## src/rtl/pipe_adder_pkg.sv

```systemverilog
// Shared constants and types for the pipelined ripple-carry adder.
// Optional subtract support is enabled by defining PIPE_ADDER_SUB_EN.
package pipe_adder_pkg;

    localparam int DEFAULT_WIDTH  = 32;
    localparam int DEFAULT_STAGES = 4;

    // Guarded so an illegal STAGES value still elaborates far enough to report it.
    function automatic int chunkWidth(input int width, input int stages);
        return (stages > 0) ? (width / stages) : width;
    endfunction

    typedef struct packed {
        logic valid;
        logic carry;
        logic sub;
    } stage_ctrl_t;

endpackage

```

## src/rtl/pipe_adder_stage.sv

```systemverilog
// One CHUNK-bit slice of the pipelined adder plus its payload register.
// The subtract flag arrives per operation, so each slice inverts its own chunk of B.
module pipe_adder_stage
    import pipe_adder_pkg::*;
#(
    parameter int WIDTH = DEFAULT_WIDTH,
    parameter int CHUNK = chunkWidth(DEFAULT_WIDTH, DEFAULT_STAGES),
    parameter int INDEX = 0,
    parameter bit LAST  = 1'b0
) (
    input  logic             clk,
    input  logic             rst,
    input  logic             en_i,
    input  logic             valid_i,
    input  logic             carry_i,
    input  logic             sub_i,
    input  logic [WIDTH-1:0] a_i,
    input  logic [WIDTH-1:0] b_i,
    input  logic [WIDTH-1:0] sum_i,
    output logic             valid_o,
    output logic             carry_o,
    output logic             sub_o,
    output logic [WIDTH-1:0] a_o,
    output logic [WIDTH-1:0] b_o,
    output logic [WIDTH-1:0] sum_o,
    output logic             ovf_o
);

    localparam int LO = INDEX * CHUNK;

    logic [CHUNK-1:0] bEff;
    logic [CHUNK:0]   chunkSum;
    logic [WIDTH-1:0] sum_d;
    logic             ovf_d;

    stage_ctrl_t      ctrl_q;
    logic [WIDTH-1:0] a_q;
    logic [WIDTH-1:0] b_q;
    logic [WIDTH-1:0] sum_q;
    logic             ovf_q;

    always_comb begin
        bEff     = b_i[LO +: CHUNK] ^ {CHUNK{sub_i}};
        chunkSum = {1'b0, a_i[LO +: CHUNK]} + {1'b0, bEff} + {{CHUNK{1'b0}}, carry_i};
        sum_d    = sum_i;
        sum_d[LO +: CHUNK] = chunkSum[CHUNK-1:0];
    end

    // Only the slice holding the MSB can judge signed overflow.
    if (LAST) begin : g_ovf
        assign ovf_d = (a_i[WIDTH-1] == bEff[CHUNK-1]) &&
                       (chunkSum[CHUNK-1] != a_i[WIDTH-1]);
    end else begin : g_no_ovf
        assign ovf_d = 1'b0;
    end

    always_ff @(posedge clk or posedge rst) begin
        if (rst) begin
            ctrl_q <= '0;
            a_q    <= '0;
            b_q    <= '0;
            sum_q  <= '0;
            ovf_q  <= 1'b0;
        end else if (en_i) begin
            ctrl_q.valid <= valid_i;
            if (valid_i) begin
                ctrl_q.carry <= chunkSum[CHUNK];
                ctrl_q.sub   <= sub_i;
                a_q          <= a_i;
                b_q          <= b_i;
                sum_q        <= sum_d;
                ovf_q        <= ovf_d;
            end
        end
    end

    assign valid_o = ctrl_q.valid;
    assign carry_o = ctrl_q.carry;
    assign sub_o   = ctrl_q.sub;
    assign a_o     = a_q;
    assign b_o     = b_q;
    assign sum_o   = sum_q;
    assign ovf_o   = ovf_q;

endmodule

```

## src/rtl/pipe_adder.sv

```systemverilog
// Pipelined ripple-carry adder with valid/ready on both sides and full backpressure.
// Define PIPE_ADDER_SUB_EN to add the per-operation subtract port.
module pipe_adder
    import pipe_adder_pkg::*;
#(
    parameter int WIDTH  = DEFAULT_WIDTH,
    parameter int STAGES = DEFAULT_STAGES
) (
    input  logic             clk,
    input  logic             rst,
    input  logic             in_valid,
    output logic             in_ready,
    input  logic [WIDTH-1:0] a,
    input  logic [WIDTH-1:0] b,
    input  logic             cin,
`ifdef PIPE_ADDER_SUB_EN
    input  logic             sub,
`endif
    output logic             out_valid,
    input  logic             out_ready,
    output logic [WIDTH-1:0] sum,
    output logic             cout,
    output logic             ovf
);

    localparam int CHUNK = chunkWidth(WIDTH, STAGES);

    if (STAGES < 1) begin : g_bad_stages
        $error("pipe_adder: STAGES must be at least 1");
    end else if ((WIDTH % STAGES) != 0) begin : g_bad_split
        $error("pipe_adder: WIDTH must be a multiple of STAGES");
    end

    logic             adv;
    logic             subIn;
    logic             stValid [STAGES+1];
    logic             stCarry [STAGES+1];
    logic             stSub   [STAGES+1];
    logic [WIDTH-1:0] stA     [STAGES+1];
    logic [WIDTH-1:0] stB     [STAGES+1];
    logic [WIDTH-1:0] stSum   [STAGES+1];
    logic             stOvf   [STAGES];

`ifdef PIPE_ADDER_SUB_EN
    assign subIn = sub;
`else
    assign subIn = 1'b0;
`endif

    // One global enable: a stalled output freezes every slice, bubbles included.
    assign adv      = ~out_valid | out_ready;
    assign in_ready = adv;

    assign stValid[0] = in_valid;
    assign stCarry[0] = subIn | cin;
    assign stSub[0]   = subIn;
    assign stA[0]     = a;
    assign stB[0]     = b;
    assign stSum[0]   = '0;

    for (genvar k = 0; k < STAGES; k++) begin : g_stage
        pipe_adder_stage #(
            .WIDTH (WIDTH),
            .CHUNK (CHUNK),
            .INDEX (k),
            .LAST  (k == STAGES - 1)
        ) u_stage (
            .clk     (clk),
            .rst     (rst),
            .en_i    (adv),
            .valid_i (stValid[k]),
            .carry_i (stCarry[k]),
            .sub_i   (stSub[k]),
            .a_i     (stA[k]),
            .b_i     (stB[k]),
            .sum_i   (stSum[k]),
            .valid_o (stValid[k+1]),
            .carry_o (stCarry[k+1]),
            .sub_o   (stSub[k+1]),
            .a_o     (stA[k+1]),
            .b_o     (stB[k+1]),
            .sum_o   (stSum[k+1]),
            .ovf_o   (stOvf[k])
        );
    end

    assign out_valid = stValid[STAGES];
    assign sum       = stSum[STAGES];
    assign cout      = stCarry[STAGES];
    assign ovf       = stOvf[STAGES-1];

endmodule

```

## config.mk

```make
export PLATFORM = sky130hd
export DESIGN_NAME = pipe_adder
export DESIGN_NICKNAME = d
export VERILOG_FILES = /design/src/rtl/pipe_adder_pkg.sv /design/src/rtl/pipe_adder_stage.sv /design/src/rtl/pipe_adder.sv
export SDC_FILE = /design/constraint.sdc
export NUM_CORES = 1
export LEC_CHECK = 0
export ABC_AREA = 1
export CORE_ASPECT_RATIO = 1.25
export CORE_UTILIZATION = 45
export DETAILED_ROUTE_END_ITERATION = 10
export PLACE_DENSITY = 0.61
export SKIP_LAST_GASP = 1
export SLEW_MARGIN = 20
export SYNTH_ARGS = -nofsm -noshare
export SYNTH_HDL_FRONTEND = slang
export SYNTH_HIERARCHICAL = 1
export SYNTH_SLANG_ARGS = --single-unit
```

## constraint.sdc

```tcl
create_clock -name clk -period 4.3 [get_ports clk]
set_input_delay 1.29 -clock clk [delete_from_list [all_inputs] [get_ports clk]]
set_output_delay 1.29 -clock clk [all_outputs]
set_load 0.05 [all_outputs]
```

==> impl_metrics.ini <==
[final_layout]
n_antenna_cell = 0
drive_above_1_share = 0.0472
area_growth_syn_to_layout_pct = 18.5
final_cell_area_um2 = 10600
layout_commonest_cell = nand2_1
fin_nets = 1278
stdcell_count = 1451
final_cell_mix = nand2_1, dfrtp_1, clkdlybuf4s50_1

[worst_setup_path]
crit_arrival_ns = 2.36
reg2reg_to = g_stage[1].u_stage/sum_o[14]
cp-start-kind = input port
r2r_slack_ns = 1.96
worstSetupEndpoint = in_ready
cp_max_fo = 9
reg2reg_depth = 11
cp.required_ns = 3.01
end_kind = primary output
crit_type = input port to primary output
crit_start = out_ready
r2r_start = g_stage[0].u_stage/sub_o

[placed_design]
numPortBuffers = 104
place_ws_ns = 0.661
dpl.hpwl_um = 12300
gp_congestion = 0.794
placedInstanceArea_um2 = 10100
post-place-cells = 1419

[sta]
max_slew.worst_pin.slew_ns = 0.816
worst_slack_ns = 0.648
rsz0062_at_grt = no
hold_slack_ns = 0.466
fmax_mhz = 274
fin_crit_ns = 3.65
setup_viol = 0
drv_slew = 0
finalHoldViolCount = 0
timing.final.crit_share = 0.849
fin_tns_setup_ns = 0
fin_worst_skew_ns = 0.00689
slew_headroom = 0.455

[route]
wl_per_cell_um = 12.2
drt_first_pass_iters = 4
wl_um = 17600
wl_met3_um = 693
postRouteAntennaNets = 0
drt-met1-wl_um = 9210
drc = 0
highest_layer = met4
vias = 6614
first_iter_violations = 506
met2_length_um = 7530
vias_per_cell = 4.56

[clock_network]
hold_buffers = 0
clkTransAtPathRegs_ns = 0.07
cts_tree = yes
clock_sinks = 188
htree_levels = 4
cts_buffers = 17
cts_root_buf = clkbuf_16
clkLatencyLatePin_ns = 0.44
cts_resized = 0
clock_path_buffers = 2
cts_setup_buffers = 0

[global_route]
antenna_found_initial = 0
overflow = 0
grtUsageTotal = 0.194
grt_max_degree = 63
grt_pass1_wl_um = 31600
grt_pass1_vias = 6417

[logic_synthesis]
netlist_area_um2 = 8970
yosysWarnings = 6
syn_avg_cell_area_um2 = 8.14
synth_nets = 1207
syn_inst = 1102

[power]
powerDensity_nw_per_um2 = 750
p_leak_nw = 5.75
pwr-share-comb = 0.449
p_int_w = 0.00453
vdd_drop_max_v = 0.000386
switching_share = 0.432
seq_power_share = 0.366
clockPowerShare = 0.186
switching_power_w = 0.00345

[outcome]
status = completed

[worst_hold_path]
hold_depth = 2
hold_path_class = flop to flop

[floorplanning]
core_um2 = 19500
start_util = 0.461
ios = 105
die_w_um = 128
die_h_um = 160
dieArea_um2 = 20500
std_cell_rows = 57

[flow_run]
drv_cap = 0
==> critical path: stages <==
cell             delay [ns]
clkdlybuf4s50_1        0.46
inv_1                  0.04
nand2_1                0.37
buf_12                 0.20
==> how the worst min path moves through the flow <==
| stage | startpoint | end | slack (ns) |
|---|---|---|---|
| after floorplan | g_stage[0].u_stage/a_o[16] | g_stage[1].u_stage/a_o[16] | 0.44 |
| after global placement | g_stage[0].u_stage/b_o[22] | g_stage[1].u_stage/b_o[22] | 0.45 |
| after detailed placement | g_stage[0].u_stage/b_o[22] | g_stage[1].u_stage/b_o[22] | 0.45 |
| after CTS | g_stage[0].u_stage/sum_o[1] | g_stage[1].u_stage/sum_o[1] | 0.47 |
| after global routing | g_stage[0].u_stage/b_o[28] | g_stage[1].u_stage/b_o[28] | 0.49 |
| final | g_stage[0].u_stage/sum_o[1] | g_stage[1].u_stage/sum_o[1] | 0.47 |
==> power groups by stage <==
stage	clock (W)	sequential (W)	combinational, W
6_report	0.00148	0.00292	0.00358
2_1_floorplan	0	0.00328	0.00239
4_1_cts	0.00152	0.00292	0.00363
3_3_place_gp	0	0.00294	0.00353
3_5_place_dp	0	0.00295	0.00360
5_1_grt	0.00160	0.00301	0.00411
==> state kept, by name, indices dropped and copies added (netlist names) <==
register / flops
g_stage.u_stage/a_o: 48
g_stage.u_stage/b_o: 48
g_stage.u_stage/carry_o: 4
g_stage.u_stage/ovf_o: 1
g_stage.u_stage/sub_o: 3
g_stage.u_stage/sum_o: 80
g_stage.u_stage/valid_o: 4
==> metal layers <==
metal,up-vias,track usage
li1,3484,-
met2,122,0.285
met1,2989,0.287
met4,0,0.0594
met5,-,0
met3,19,0.0429
==> through the flow <==
stage | power, W | utilization
after global routing | 0.00871 | 0.546
final | 0.00797 | 0.546
after floorplan | 0.00567 | -
after detailed placement | 0.00655 | 0.518
after CTS | 0.00807 | 0.546
after global placement | 0.00647 | 0.518
==> layout make-up <==
class / count / area (um^2)
fillers: 1869 / 8840
flip-flops and latches: 188 / 4700
multi-input cells: 778 / 3640
repair buffers: 114 / 1130
clock buffers: 17 / 425
well taps: 265 / 332
inverters: 74 / 279
clock inverters: 15 / 130
Power figures use the tool's default switching activity.
